==> config.mk <==
export PLATFORM = sky130hd
export DESIGN_NAME = uart_echo_engine
export DESIGN_NICKNAME = d
export VERILOG_FILES = /design/src/rtl/uart_echo_engine.sv
export SDC_FILE = /design/constraint.sdc
export NUM_CORES = 1
export LEC_CHECK = 0
export ABC_AREA = 1
export CAP_MARGIN = 20
export CORE_UTILIZATION = 35
export CTS_BUF_LIST = sky130_fd_sc_hd__clkbuf_4 sky130_fd_sc_hd__clkbuf_8
export CTS_CLUSTER_DIAMETER = 200
export DETAILED_ROUTE_END_ITERATION = 6
export PLACE_DENSITY_LB_ADDON = 0.12
export SYNTH_ARGS = -nofsm -noshare
export SYNTH_HDL_FRONTEND = slang
export SYNTH_SLANG_ARGS = --single-unit
==> constraint.sdc <==
create_clock -name clk -period 2.93 [get_ports clk]
set_clock_uncertainty 0.1 [all_clocks]
set_input_delay 0.4395 -clock clk [delete_from_list [all_inputs] [get_ports clk]]
set_output_delay 0.4395 -clock clk [all_outputs]
set_load 0.01 [all_outputs]
==> src/rtl/uart_echo_engine.sv <==
// Echo/record controller between the UART RX and TX FIFO handshakes.
// Optional build macro UART_ECHO_UPPER_EN: ASCII lower->upper on the TX path.
module uart_echo_engine #(
    parameter int DATA_W = 8,
    parameter int DEPTH  = 16,
    parameter int CNT_W  = $clog2(DEPTH + 1)
) (
    input  logic              clk,
    input  logic              rst_n,
    input  logic              mode,
    input  logic              dump,
    input  logic              clear,
    input  logic              rx_ready,
    input  logic [DATA_W-1:0] rx_data,
    output logic              rx_recv,
    input  logic              tx_full,
    output logic [DATA_W-1:0] tx_data,
    output logic              tx_send,
    output logic [DATA_W-1:0] last_byte,
    output logic [CNT_W-1:0]  count,
    output logic              buf_full,
    output logic              overflow,
    output logic              busy
);
    localparam int PTR_W = $clog2(DEPTH);
    localparam logic [CNT_W-1:0] CNT_FULL = CNT_W'(DEPTH);
    localparam logic [CNT_W-1:0] CNT_ONE  = CNT_W'(1);
    localparam logic [PTR_W-1:0] PTR_ONE  = PTR_W'(1);

    typedef enum logic [2:0] {IDLE, XFER, GAP, DPUSH, DGAP} state_t;

    state_t            state;
    logic [DATA_W-1:0] mem [DEPTH];
    logic [PTR_W-1:0]  wr_ptr, rd_ptr;
    logic              dump_q, dump_req;
    logic              go_dump, go_xfer, wr_en, do_push;

    function automatic logic [DATA_W-1:0] tx_map(input logic [DATA_W-1:0] w);
        logic [DATA_W-1:0] r;
        r = w;
`ifdef UART_ECHO_UPPER_EN
        if (w[7:0] >= 8'h61 && w[7:0] <= 8'h7A)
            r[5] = 1'b0;
`endif
        return r;
    endfunction

    assign dump_req = dump & ~dump_q;
    assign buf_full = (count == CNT_FULL);
    assign busy     = (state != IDLE);

    // IDLE arbitration: clear, then dump request, then RX word.
    assign go_dump = (state == IDLE) && !clear && dump_req && mode && (count != '0);
    assign go_xfer = (state == IDLE) && !clear && !go_dump && rx_ready && (mode || !tx_full);
    assign wr_en   = go_xfer && mode && !buf_full;

    // A dump push fires on every entry into DPUSH, and on retries while stalled there.
    assign do_push = !clear && !tx_full &&
                     (go_dump ||
                      (state == DPUSH && !tx_send) ||
                      (state == DGAP && count != '0));

    always_ff @(posedge clk) begin
        if (wr_en)
            mem[wr_ptr] <= rx_data;
    end

    always_ff @(posedge clk or negedge rst_n) begin
        if (!rst_n) begin
            state     <= IDLE;
            rx_recv   <= 1'b0;
            tx_send   <= 1'b0;
            tx_data   <= '0;
            last_byte <= '0;
            count     <= '0;
            overflow  <= 1'b0;
            wr_ptr    <= '0;
            rd_ptr    <= '0;
            dump_q    <= 1'b0;
        end else begin
            dump_q  <= dump;
            rx_recv <= 1'b0;
            tx_send <= 1'b0;
            if (clear) begin
                state    <= IDLE;
                count    <= '0;
                wr_ptr   <= '0;
                rd_ptr   <= '0;
                overflow <= 1'b0;
            end else begin
                case (state)
                    IDLE: begin
                        if (go_dump) begin
                            state <= DPUSH;
                        end else if (go_xfer) begin
                            state     <= XFER;
                            rx_recv   <= 1'b1;
                            last_byte <= rx_data;
                            if (!mode) begin
                                tx_data <= tx_map(rx_data);
                                tx_send <= 1'b1;
                            end else if (!buf_full) begin
                                wr_ptr <= wr_ptr + PTR_ONE;
                                count  <= count + CNT_ONE;
                            end else begin
                                overflow <= 1'b1;
                            end
                        end
                    end
                    XFER:  state <= GAP;
                    GAP:   state <= IDLE;
                    DPUSH: if (tx_send) state <= DGAP;
                    DGAP:  state <= (count != '0) ? DPUSH : IDLE;
                    default: state <= IDLE;
                endcase
                if (do_push) begin
                    tx_data <= tx_map(mem[rd_ptr]);
                    tx_send <= 1'b1;
                    rd_ptr  <= rd_ptr + PTR_ONE;
                    count   <= count - CNT_ONE;
                end
            end
        end
    end
endmodule

## After elaboration in Yosys (flattened, before gate mapping)

Memories as Yosys holds them, arrays and structs flattened.
Index checks and enable logic that the tools add are counted.

| operators by class | value |
|---|---|
| eq/ne operators | 12 |
| divide/modulo/power cells | 0 |
| shift-type cells | 0 |
| bitwise operators | 4 |
| reduce and logical (&&, ||, !) cells | 40 |
| mux-type cells | 44 |
| order comparisons | 0 |
| $add $sub $neg | 4 |
| multiply operators | 0 |

Operator list:

| cell | number |
|---|---|
| 2-to-1 mux 8 bit | 5 |
| 2-to-1 mux 5 bit | 7 |
| 2-to-1 mux 4 bit | 8 |
| AND reduction 5 bit | 4 |
| 2-to-1 mux 1 bit | 18 |
| nonzero test 2 bit | 7 |
| logical AND 1 bit | 13 |
| 2-to-1 mux 3 bit | 4 |
| one-hot mux 3 bit (4 select lines) | 1 |
| nonzero test 3 bit | 4 |
| adder 4 x 1 -> 4 bit, second input constant | 2 |
| inequality test 3 x 2 -> 1 bit, second input constant | 2 |
| adder 5 x 1 -> 5 bit, second input constant | 1 |
| equality test 5 bit, second input constant | 1 |
| zero test 1 bit | 5 |
| nonzero test 5 bit | 1 |
| subtractor 5 x 1 -> 5 bit, second input constant | 1 |
| inequality test 2 x 1 -> 1 bit, second input constant | 2 |
| inequality test 2 bit, second input constant | 2 |
| inequality test 4 bit, second input constant | 1 |
| AND reduction 4 bit | 1 |
| equality test 3 x 1 -> 1 bit, second input constant | 1 |
| equality test 3 x 2 -> 1 bit, second input constant | 1 |
| equality test 3 bit, second input constant | 1 |
| other kinds (7) | 11 |

| word-level totals | value |
|---|---|
| logic and storage cells | 115 |
| memories kept | 1 |
| bits in registers | 36 |
| output and inout port bits | 26 |
| bits of input ports | 15 |
| memory bits (writable) | 128 |
| bits in latches | 0 |
| bits in read-only memories | 0 |

Memories:

| name | words | bits a word | read ports | clocked after Yosys merged registers in | write ports | RTL line | text |
|---|---|---|---|---|---|---|---|
| mem | 16 | 8 | 1 | 0 | 1 | 33 | `logic [DATA_W-1:0] mem [DEPTH];` |

## Depth between registers and ports, before layout

Gate-level depths: netlist of run 1.

| logic depth | value |
|---|---|
| depth after elaboration | 14 |
| mapped depth | 19 |
| mapped depth without buffers | 17 |

## Worst setup path after synthesis of run 1

Ideal clock, no wire load.

| timing path | value |
|---|---|
| kind | register -> register |
| start | reg count[1] |
| end | reg count[4] |
| arrival time | 2.250 ns |
| required time | 2.714 ns |
| setup time | 0.116 ns |
| path buffers | 1 |
| clock period less this slack | 2.467 ns |
| stages on the path, launching flop included | 18 |
| setup slack | 0.463 ns |
| path through | dfrtp_1 nor2_2 nand3_4 a21oi_2 nand2_4 nand2_8 inv_2 buf_6 fa_1 nand3_1 nand2_1 nand2_1 nand2_1 nand3b_1 nand2_1 inv_1 nand2_1 nand2_1 |

| between the ends | value |
|---|---|
| longest elaborated chain between the ends | 8 |
| elaborated cells between the ends (all ways) | 26 |
| classes of those cells | add/sub (2); eq/ne (3); mux (7); reduce/logical (14) |

RTL lines:

| item | RTL line | text |
|---|---|---|
| start, declared | 20 | `output logic [CNT_W-1:0] count,` |
| start signal, assigned | 104 | `count <= count + CNT_ONE;` |
| start signal, assigned | 120 | `count <= count - CNT_ONE;` |
| adder 5 x 1 -> 5 bit / nonzero test 5 bit (equally long branches) | 104, 53, 61 |  |
| 2-to-1 mux 5 bit / logical AND 1 bit (equally long branches) | 102, 53 |  |
| 2-to-1 mux 5 bit / zero test 1 bit (equally long branches) | 99, 54 |  |
| 2-to-1 mux 5 bit / logical AND 1 bit (equally long branches) | 95, 54 |  |
| 2-to-1 mux 5 bit / logical AND 1 bit (equally long branches) | 93, 54 |  |
| 2-to-1 mux 5 bit / logical AND 1 bit (equally long branches) | 91, 54 |  |
| 2-to-1 mux 5 bit / nonzero test 3 bit (equally long branches) | - |  |
| 2-to-1 mux 5 bit / AND reduction 5 bit (equally long branches) | - |  |

Several ways; a longest one is shown, not always the timed one. The select of a mux whose other input is x is not followed.
A chain may end at the register's enable or synchronous reset.

## Final worst setup path of run 1

Ends and elaborated chain as after synthesis.

==> flow_summary.yaml, run 1 <==
global_routing:
  antenna_found_initial: 0
  grt_start_max_net_pins: 83
  gr-total-overflow: 0
  grt_pass1_vias: 4992
  grt_pass1_wl_um: 27900
  track_usage_pct: 17.5
synth:
  yosys.area_share.simple_pct: 22.6
  synth_xor_area_share_pct: 0.488
  netlist_instances: 691
  yosys_warnings: 0
  synth_top_family_by_area: "simple AND/OR/NAND/NOR gates"
  synth_mux_area_share_pct: 0
  synth_fa_ha_area_share_pct: 1.85
  synth_edf_count: 128
  ys_ff_latch: 164
  async_flop_share_pct: 22.0
  synthFlopType: "edfxtp_1"
  netlist_area_mm2: 0.00719
  seq_area_frac_synth_pct: 66.0
  avgSynthCellArea_um2: 10.4
  synth_nets: 716
  synth-compound-area-share_pct: 4.77
  synth_cell_type_count: 36
worst_setup_path:
  crit_path_start_kind: "flop"
  endpoint_kind: "flop"
  arrival_ns: 2.74
  crit_fanout: 5
  required_ns: 3.19
  critical_path_class: "flop to flop"
cells_and_area:
  seq_area_mm2: 0.00475
  final_area_mm2: 0.00850
  diodes: 0
  final_common_cell: "nand2_1"
  multi_input_area_mm2: 0.00214
  drive_gt1_share_pct: 12.1
  syn2layout_area_growth_pct: 18.4
  n_fill_cell: 1950
  layout_common_cells: "233 x nand2_1, 128 x edfxtp_1, 71 x nor2_1"
  final_nets: 783
outcome:
  status: "finished, final reports clean"
routing:
  route.met2.wl_um: 8210
  vias_per_cell: 4.71
  wl_met1_um: 8400
  wl_per_cell_um: 16.8
  drt_pass1_iterations: 4
  initialDrtViolationCount: 356
  drtAntennaViolNets: 0
  wl_met3_um: 631
  highest_layer: "met4"
  drc: 0
  num_vias: 4901
  wirelength_um: 17500
clocking:
  clkTransAtPathRegs_ns: 0.10
  clk_latency_ns: 0.46
  numCtsBuffers: 17
  cts_buffer_depth: 2
  cts_tree: "done"
  cts_resized: 0
  htree_levels: 4
  clock_sinks: 164
  root_buffer: "clkbuf_8"
timing:
  tns_ns: 0
  tightest_slew_ns: 0.845
  fmax_mhz: 403
  relSlewSlack_pct: 43.7
  finalSetupViolations: 0
  min_period_ns: 2.48
  post-route-period-util_pct: 84.7
  hold_viol: 0
  drv_slew: 0
  rsz0062_at_grt: "no"
placed_design:
  dpl.hpwl_um: 11600
  gp_congestion: 0.790
  portBuffers: 40
  place_area_mm2: 0.00804
hold_path:
  min_path_type: "primary input to flop"
floorplan:
  io_pins: 41
  start_util_pct: 35.6
  core.rowCount: 52
  fp.dieArea_mm2: 0.0211
  core_area_mm2: 0.0202
  dieHeight_um: 145
  die_w_um: 145
power_and_ir_drop:
  ir_drop_uv: 296
  total_leakage_power_nw: 3.46
  power_mw: 5.69
  powerDensity_mw_per_mm2: 670
run:
  drv_cap: 0
==> cell usage after synthesis, drive strengths merged (2+ instances only) <==
master | instances | share of area [%]
nand3 | 59 | 4.5
nand2 | 238 | 13
edfxtp | 128 | 53
ha | 9 | 1.6
inv | 42 | 2.2
clkbuf | 7 | 0.38
a21oi | 21 | 1.7
nor2 | 77 | 4.5
dfrtp | 36 | 13
xor2 | 3 | 0.37
o21ai | 41 | 2.9
or2 | 2 | 0.17
buf | 18 | 1.6
nor3 | 3 | 0.21
==> state kept, by name, indices dropped and copies added (netlist names), 3 cells and up <==
name,flops
mem,128
last_byte,8
tx_data,8
rd_ptr,4
wr_ptr,4
state,3
count,5
==> cells by family (layout without fill, tap and decap cells) <==
logic type      count (synthesis)  after routing
xor+xnor                        4              4
flops                         164            164
buf+inv                        68            148
fa+ha+maj                      10             10
simple gates                  381            381
compound gates                 64             64
==> what timing repair did <==
item / 4_1_cts / 5_1_grt
setup buffers: 0 / 0
endpoints found under the hold margin: 33 / 0
hold buffers: 1 / 0
==> where the power goes <==
part | internal [mW] | total (mW) | switching, mW
Clock | 0.955 | 1.86 | 0.906
Sequential | 2.64 | 2.74 | 0.0960
Combinational | 0.441 | 1.10 | 0.655
==> worst paths after layout <==
kind                       startpoint          to  slack (ns)  cells past startpoint
setup reg to reg             count[1]    count[4]        0.45                     16
setup / recovery             count[1]    count[4]        0.45                     16
min in group asynchronous       rst_n    count[1]        0.52                      2
hold / removal                   dump      dump_q        0.37                      1
max in group asynchronous       rst_n   rd_ptr[0]        1.62                      2
hold reg to reg            tx_data[6]  tx_data[6]        0.39                      2
==> worst max-delay path, stage by stage, from the launching register on <==
cell	delay, ns
dfrtp_1	0.47
nor2_2	0.20
nand3_4	0.14
a21oi_2	0.22
nand2_4	0.09
nand2_8	0.06
inv_2	0.05
fa_1	0.40
nand3_1	0.12
nand2_1	0.06
nand2_1	0.05
nand2_1	0.06
nand3b_1	0.15
nand2_1	0.07
inv_1	0.03
nand2_1	0.05
nand2_1	0.05
==> cell type report <==
| type | instances | area share, % |
|---|---|---|
| sequential | 164 | 55.8 |
| multi-input combinational | 459 | 25.1 |
| timing repair buffer | 73 | 7.89 |
| tap | 270 | 3.97 |
| clock buffer | 17 | 2.75 |
| clock inverter | 15 | 2.55 |
| inverter | 43 | 1.93 |
==> stage by stage <==
stage                     worst slack [ns]  util (%)  cells  hold WS, ns
after CTS                            0.401      42.2   1041        0.333
after global routing                 0.247      42.2   1041        0.347
after global placement               0.123      39.9   1008        0.366
after detailed placement            0.0943      39.9   1008        0.370
after floorplan                      0.463         -    691       0.0439
final                                0.449      42.2   1041        0.369
==> metal layers <==
layer  vias to the layer above  GRT usage (%)
met5                         -              0
met4                         0           6.16
met3                        15           3.24
met2                        87           28.0
met1                      2381           23.9
li1                       2418              -
Note: power is estimated with default switching activity, not from simulation.
==> run 2: changes to the inputs <==
clock period = 2.1 ns   (was 2.93 ns; I/O delays follow)
==> flow_summary.yaml, run 2 (synthesized netlist as in run 1, its figures left out) <==
outcome:
  status: "complete, but fails checks"
  failed_checks: "negative setup slack"
timing:
  finalSetupViolations: 121
  tns_ns: -1.74
  rsz0062_at_grt: "yes"
  fmax_mhz: 464
  worst_slack_ns: -0.0567
  tightest_slew_ns: 0.416
  drv_slew: 0
  post-route-period-util_pct: 103
  relSlewSlack_pct: 72.3
  hold_viol: 0
  min_period_ns: 2.16
routing:
  drc: 0
  num_vias: 5082
  drt_pass1_iterations: 5
  initialDrtViolationCount: 362
  wirelength_um: 18100
  vias_per_cell: 4.72
  wl_per_cell_um: 16.8
  drtAntennaViolNets: 0
placed_design:
  dp.cells: 1041
  portBuffers: 40
  place_area_mm2: 0.00845
  dpl.hpwl_um: 12100
  gp_congestion: 0.806
clocking:
  cts_tree: "done"
  numCtsBuffers: 17
  root_buffer: "clkbuf_8"
  clkTransAtPathRegs_ns: 0.09
  clk_latency_ns: 0.45
  cts_buffer_depth: 2
  clock_sinks: 164
  htree_levels: 4
cells_and_area:
  final_common_cell: "nand2_1"
  finalNonFillerCells: 1077
  largest_register_ffs: 128
  top_regs: "mem x128, last_byte x8, tx_data x8"
  syn2layout_area_growth_pct: 26.9
  diodes: 0
  drive_gt1_share_pct: 20.0
  top_register: "mem"
  multi_input_area_mm2: 0.00238
  n_fill_cell: 1914
  final_area_mm2: 0.00912
  layout_common_cells: "229 x nand2_1, 128 x edfxtp_1, 54 x nand3_1, 54 x nor2_1, 48 x buf_4"
  seq_area_mm2: 0.00475
  final_nets: 820
floorplan:
  fp.dieArea_mm2: 0.0211
  core_area_mm2: 0.0202
  die_w_um: 145
  core.rowCount: 52
  io_pins: 41
  dieHeight_um: 145
  start_util_pct: 35.6
worst_setup_path:
  crit_path_start_kind: "flop"
  cp.buffers_inverters: 2
  cp_top_family: "simple AND/OR/NAND/NOR gates"
  crit_chain: "nor2_4 > nand3_4 > a21oi_4 > nand2_4 > nand2_8 > inv_6 > fa_2 > nand3_2 > nand2_1 > nand2_1 > nand2_1 > nand3b_1 > nand2_1 > inv_1 > nand2_1 > nand2_1"
  required_ns: 2.35
  slowest_stage: "dfrtp_2"
  critical_path_class: "flop to flop"
  path_common_cell: "nand2_1"
  crit_fanout: 4
  endpoint_kind: "flop"
  arrival_ns: 2.41
  slowest_delay_ns: 0.43
power_and_ir_drop:
  powerDensity_mw_per_mm2: 861
  power.share.clock_pct: 29.8
  total_leakage_power_nw: 3.64
  p_switching_mw: 2.36
  power.share.switching_pct: 30.1
  ir_drop_uv: 476
  pwr-share-seq_pct: 48.7
  power_frac_comb_pct: 21.5
  intPower_mw: 5.49
global_routing:
  grt_pass1_wl_um: 28400
  gr-total-overflow: 0
  grt_start_max_net_pins: 46
  antenna_found_initial: 0
  track_usage_pct: 17.9
  grt_pass1_vias: 4953
run:
  drv_cap: 0
hold_path:
  min_path_type: "primary input to asynchronous set/reset pin"
run 2: cell types whose count changed in the layout (fill, tap and decap cells not counted), sizes merged:
cell,delta
buf,+37
bufinv,-2
clkdlybuf4s50,-2
clkinv,+2
clkdlybuf4s15,+1
dlygate4sd2,+1
inv,-1
run 2: worst paths after layout:
kind	to	slack, ns	startpoint	depth (start not counted)
worst max-delay path	count[4]	-0.06	count[0]	16
worst max register to register	count[4]	-0.06	count[0]	16
worst min-delay path	rd_ptr[3]	0.21	rst_n	2
max in group asynchronous	state[2]	1.07	rst_n	3
worst min register to register	tx_data[5]	0.40	tx_data[5]	2
min in group clk	dump_q	0.23	dump	1
run 2: power groups by stage:
stage	sequential, mW	clock, mW	combinational (mW)
floorplan	3.93	0	0.783
global placement	3.89	0	1.65
detailed placement	3.89	0	1.65
CTS	3.83	2.41	1.67
global route	3.85	2.53	1.85
finish	3.82	2.34	1.69
run 2: metal layers:
| layer | vias up | share of wire (%) | wire length, um | GRT usage, % |
|---|---|---|---|---|
| met5 | - | 0 | 0 | 0 |
| met4 | 0 | 1.0 | 189 | 4.89 |
| met3 | 15 | 3.8 | 688 | 3.24 |
| met2 | 98 | 47 | 8490 | 28.0 |
| met1 | 2455 | 48 | 8720 | 25.5 |
| li1 | 2514 | - | - | - |
run 2: metrics by stage:
stage	worst slack, ns	hold slack (ns)	total power [mW]	util [%]
4_1_cts	-0.0994	0.197	7.91	44.3
3_5_place_dp	-0.456	0.159	5.54	41.9
3_3_place_gp	-0.421	0.154	5.54	41.9
6_report	-0.0567	0.209	7.85	45.2
5_1_grt	-0.241	0.228	8.23	45.2
2_1_floorplan	-0.253	-0.0806	4.71	-
run 2: final cells by class:
| cell class | count | share of cell area (%) |
|---|---|---|
| Clock buffer | 17 | 2.57 |
| Clock inverter | 14 | 1.82 |
| Inverter | 43 | 1.91 |
| Multi-Input combinational cell | 459 | 26.1 |
| Sequential cell | 164 | 52.1 |
| Tap cell | 270 | 3.70 |
| Timing Repair Buffer | 110 | 11.8 |
run 2: worst register-to-register path: stages (launching register included):
cell and delay (ns):
dfrtp_2 0.43, nor2_4 0.14, nand3_4 0.12, a21oi_4 0.16
nand2_4 0.09, nand2_8 0.07, inv_6 0.04, fa_2 0.34
nand3_2 0.07, nand2_1 0.05, nand2_1 0.05, nand2_1 0.06
nand3b_1 0.15, nand2_1 0.06, inv_1 0.03, nand2_1 0.05
nand2_1 0.04
run 2: what timing repair did:
item                                   in CTS  in global routing
resized for setup                          15                 38
hold buffers                                1                  0
endpoints found under the hold margin      16                  0
pin swaps                                   8                  2
setup endpoints to repair                 132                131
buffers inserted                            2                  2
==> variant 1: new RTL, config.mk and constraints of run 1 <==
The option `UART_ECHO_UPPER_EN` is turned on by a define.
--- a/src/rtl/uart_echo_engine.sv
+++ b/src/rtl/uart_echo_engine.sv
@@ -1,4 +1,6 @@
 // Echo/record controller between the UART RX and TX FIFO handshakes.
 // Optional build macro UART_ECHO_UPPER_EN: ASCII lower->upper on the TX path.
+`define UART_ECHO_UPPER_EN
+
 module uart_echo_engine #(
     parameter int DATA_W = 8,
Behaviour: not the same (Yosys sat finds a counterexample within 4 cycles, from zero or initial values and one cycle with rst_n low).
==> variant 1 against run 1 <==
Design area up 1.3%. Count of clock-buffer cells in the layout up 1. Routed wire length up 4.8%. Synthesized cell count up 1.9%. Power down 0.98%. Hold slack worse by 0.0074 ns. Critical path depth down 1. Final cell count up 2.1%. Non-clock buffer count up 11. Via count up 3.7%. Worst setup slack worse by 0.20 ns. Sequential cell count unchanged. Area after synthesis up 0.16%. Critical path type unchanged. Critical endpoint unchanged. Largest power group unchanged.
==> variant 1: results (changes against run 1) <==
| Metric | Value |
|---|---|
| Measured slew at the worst slew-check pin | 0.839 ns (was 0.845 ns) |
| Yosys cell types | 37 (was 36) |
| Routability cong. | 0.808 (was 0.790) |
| Synth top area cells | edfxtp_1, dfrtp_1, nand2_1 (unchanged) |
| Iteration-0 DRC Markers | 442 (was 356) |
| Sequential-to-total area share from yosys stat | 0.659 (was 0.660) |
| Proportion of layout cells with a drive suffix above 1 | 0.113 (was 0.121) |
| HP Start | dump (unchanged) |
| TritonRoute pass-1 iters | 5 (was 4) |
| Status | complete, no violations (unchanged) |
| YS warnings | 0 (unchanged) |
| Dpl hpwl | 12.3 mm (was 11.6 mm) |
| Synth async-reset ratio | 0.220 (unchanged) |
| Min-Delay Path Class | input pin to flip-flop (unchanged) |
| CP Max Fanout | 5 (unchanged) |
| All-Layer GR Usage | 0.182 (was 0.175) |
| Vias | 5083 (was 4901) |
| IR drop worst, VDD | 261 uV (was 296 uV) |
| Largest net degree at the start of global routing | 78 (was 83) |
| First-pass GRT wire length | 28.4 mm (was 27.9 mm) |
| Number of global-route vias before repair | 4831 (was 4992) |
| Nets | 805 (was 783) |
| Worst-skew pair later-pin latency | approximately 0.45 ns |
| TritonCTS Buffers | 17 (unchanged) |
| Clock transition at path regs | 0.08 ns (was 0.10 ns) |
| DR WL/cell | 17.3 um (was 16.8 um) |
| Fill cells | 1948 (was 1950) |
| Placed Area | 8130 um^2 (was 8040 um^2) |
| Crit path launch | count[1]$_DFFE_PN0P_ (unchanged) |
| Most frequent cell after synthesis | nand2_1 (unchanged) |
| Post-route cell area | 8610 um^2 (was 8500 um^2) |
| Post-Syn Nets | 729 (was 716) |
| Lkg Pwr | 3.49 nW (was 3.46 nW) |
| Top cells by instance count after synthesis | nand2_1, edfxtp_1, nor2_1 (unchanged) |
| Ant diodes | 0 (unchanged) |
| Crit path DAT | 2.94 ns (was 2.74 ns) |
| Biggest regs | mem: 128 flops, last_byte: 8 flops, tx_data: 8 flops (unchanged) |
-- variant 1: changes by cell type in the layout (fill, tap and decap cells not counted), moves of 5 or more --
cell,run 1,this run
o21ai_1,25,4
buf_4,30,42
inv_1,34,57
inv_2,7,1
o21ai_0,16,46
nand2_1,233,199
nand3_1,56,45
nor2_1,71,86
a21oi_1,18,23
-- variant 1: cell families after synthesis --
| family | synth area share |
|---|---|
| AOI/OAI and AO/OA | 0.0664 |
| DFF | 0.659 |
| xor gates and xnor gates | 0.00487 |
| buffers and inverters | 0.0502 |
| adders and majority gates | 0.0184 |
| and+or+nand+nor | 0.201 |
-- variant 1: path summary, 6_finish.rpt --
path                                                  to  slack, ns  cells past startpoint
worst max register to register      count[4]$_DFFE_PN0P_       0.25                     15
max in group asynchronous          rd_ptr[0]$_DFFE_PN0P_       1.63                      2
worst max-delay path                count[4]$_DFFE_PN0P_       0.25                     15
min in group asynchronous         tx_data[3]$_DFFE_PN0P_       0.52                      2
worst min-delay path                    dump_q$_DFF_PN0_       0.36                      1
worst min register to register  last_byte[2]$_DFFE_PN0P_       0.40                      2
-- variant 1: final cells by class --
cell class	count	share of cell area
clock inverters	14	0.0270
well taps	270	0.0392
flip-flops and latches	164	0.551
inverters	59	0.0257
multi-input cells	454	0.243
repair buffers	84	0.0860
clock buffers	18	0.0280
-- variant 1: what timing repair did --
| item | CTS | global route |
|---|---|---|
| endpoints found under the setup margin | 0 | 1 |
| hold endpoints to repair | 36 | 0 |
| hold buffers | 1 | 0 |
| gates resized for setup | 0 | 1 |
-- variant 1: stage by stage --
step	setup TNS (ns)	power (W)	setup WS (ns)	instances
after floorplan	0	0.00325	0.117	704
after global placement	0	0.00374	0.0764	1030
after detailed placement	-0.00300	0.00375	-0.00300	1030
after CTS	0	0.00568	0.195	1063
after global routing	0	0.00588	0.0230	1063
final	0	0.00564	0.245	1063
-- variant 1: power breakdown --
group	leakage, nW	switching [W]	total, W	internal, W
logic	1.65	0.000509	0.000948	0.000438
clock network	0.229	0.000836	0.00194	0.00111
registers	1.61	0.0000938	0.00275	0.00266
total	3.49	0.00144	0.00564	0.00420
-- variant 1: layer usage --
| metal | global-route usage | wire length [um] | share of wire |
|---|---|---|---|
| met3 | 0.0317 | 504 | 0.027 |
| met5 | 0 | 0 | 0 |
| met4 | 0.0516 | 207 | 0.011 |
| met2 | 0.289 | 8780 | 0.48 |
| met1 | 0.255 | 8850 | 0.48 |
-- variant 1: critical path: stages (launching register included) --
cell and delay, ns:
dfrtp_1 0.40, nor4_2 0.37, nand2_2 0.14, a21oi_1 0.15, nand2_1 0.07, nand2_2 0.06
inv_1 0.10, fa_1 0.43, a21oi_1 0.17, o21bai_1 0.09, xor2_1 0.18, inv_1 0.06
o21bai_1 0.13, nor2_1 0.05, nand2_1 0.05, nand2_1 0.04
==> variant 2: new RTL, settings of run 1 <==
Without the edit above. Make the reset (`rst_n`) synchronous in one clocked block.
--- a/src/rtl/uart_echo_engine.sv
+++ b/src/rtl/uart_echo_engine.sv
@@ -66,5 +66,5 @@
     end
 
-    always_ff @(posedge clk or negedge rst_n) begin
+    always_ff @(posedge clk) begin
         if (!rst_n) begin
             state     <= IDLE;
Function: differs if rst_n is asserted again (counterexample within 4 cycles, from zero or initial values and one cycle with rst_n low); with rst_n held inactive, the same outputs for 4 cycles.
==> variant 2 against run 1 <==
Worst setup slack improved by 0.15 ns. Register-to-register slack improved by 0.20 ns. Sequential cell count increased by 4. Design area increased by 1.9%. Area after synthesis increased by 3.2%. Final cell count increased by 8.5%. Synthesized cell count increased by 13%. Global-route usage increased by 0.71 points. Routed wire length increased by 6.7%. Largest cell class unchanged. Highest routed layer unchanged.
Power is not compared: it rests on default switching activity, and its combinational part moved more than twofold at a synthesized area within 25%.
==> variant 2: results (changes against run 1) <==
| Metric | Value |
|---|---|
| All-Layer GR Usage | 0.182 (was 0.175) |
| Synth Area in Compound Gates | 0.0268 (was 0.0477) |
| Reg2reg setup slack | 0.65 ns (was 0.45 ns) |
| Max-slew headroom | 0.567 (was 0.437) |
| WHS Path Cells | 2 (was 1) |
| Synth top area cells | edfxtp_1, nand2_1, dfxtp_1 (was edfxtp_1, dfrtp_1, nand2_1) |
| Multi-input gate count | 456 (was 459) |
| Top cells by instance count after synthesis | nand2_1, edfxtp_1, inv_1 (was nand2_1, edfxtp_1, nor2_1) |
| TritonRoute pass-1 iters | 5 (was 4) |
| Post-Syn Nets | 807 (was 716) |
| Final clock-cell share | 0.0462 (was 0.0530) |
| Yosys cell types | 30 (was 36) |
| Vias per cell | 4.72 (was 4.71) |
| Sink Count | 168 (was 164) |
| Sequential-to-total area share from yosys stat | 0.626 (was 0.660) |
| Signal buffers | 76 (was 73) |
| Post-CTS Hold Buffers | 0 (was 1) |
| Dpl hpwl | 12.7 mm (was 11.6 mm) |
| Final cycle utilization of the critical path | 0.795 (was 0.847) |
| Iteration-0 DRC Markers | 265 (was 356) |
| End of the critical path | buf_full (was count[4]$_DFFE_PN0P_) |
| Proportion of layout cells with a drive suffix above 1 | 0.103 (was 0.121) |
| Storage cell area | 4650 um^2 (was 4750 um^2) |
| Setup WS pre-CTS | 0.147 ns (was 0.0943 ns) |
| Post-Syn Instances | 782 (was 691) |
| DRT Wirelength | 18.7 mm (was 17.5 mm) |
| Synth Area in XOR/XNOR | 0.00591 (was 0.00488) |
| Synth async-reset ratio | 0 (was 0.220) |
| Number of global-route vias before repair | 5376 (was 4992) |
| Status | complete, no violations (unchanged) |
| Dpl cells | 1098 (was 1008) |
| Launching point of the worst reg2reg path | count[2]$_SDFFE_PP0P_ (was count[1]$_DFFE_PN0P_) |
| Clkbuf count | 24 (was 17) |
| Min-Delay Path Class | flip-flop to flip-flop (was input pin to flip-flop) |
| Nets | 872 (was 783) |
| Inverter count | 128 (was 43) |
## variant 2: cell families (layout without fill, tap and decap cells)
group / after synthesis / count (layout)
buffers and inverters: 158 / 236
flip-flops: 168 / 168
AO/OA/AOI/OAI: 35 / 35
AND/OR/NAND/NOR: 406 / 406
adder cells (fa/ha/maj): 10 / 10
XOR/XNOR: 5 / 5
## variant 2: worst max-delay path, delay by kind of cell, from the launching register on
| kind | cells | cell delay [ns] |
|---|---|---|
| simple gates | 2 | 0.33 |
| buf+inv | 2 | 0.63 |
| flops | 1 | 0.37 |
## variant 2: routing by layer
layer	up-vias	track usage	routed length, um
li1	2639	-	-
met1	2554	0.238	8780
met2	107	0.297	8740
met3	29	0.0377	716
met4	0	0.0716	427
met5	-	0	0
## variant 2: per-stage QoR
stage	hold WS (ns)	cell area (um^2)
3_3_place_gp	0.366	8270
6_report	0.379	8670
3_5_place_dp	0.364	8270
4_1_cts	0.386	8670
2_1_floorplan	0.359	7410
5_1_grt	0.415	8670
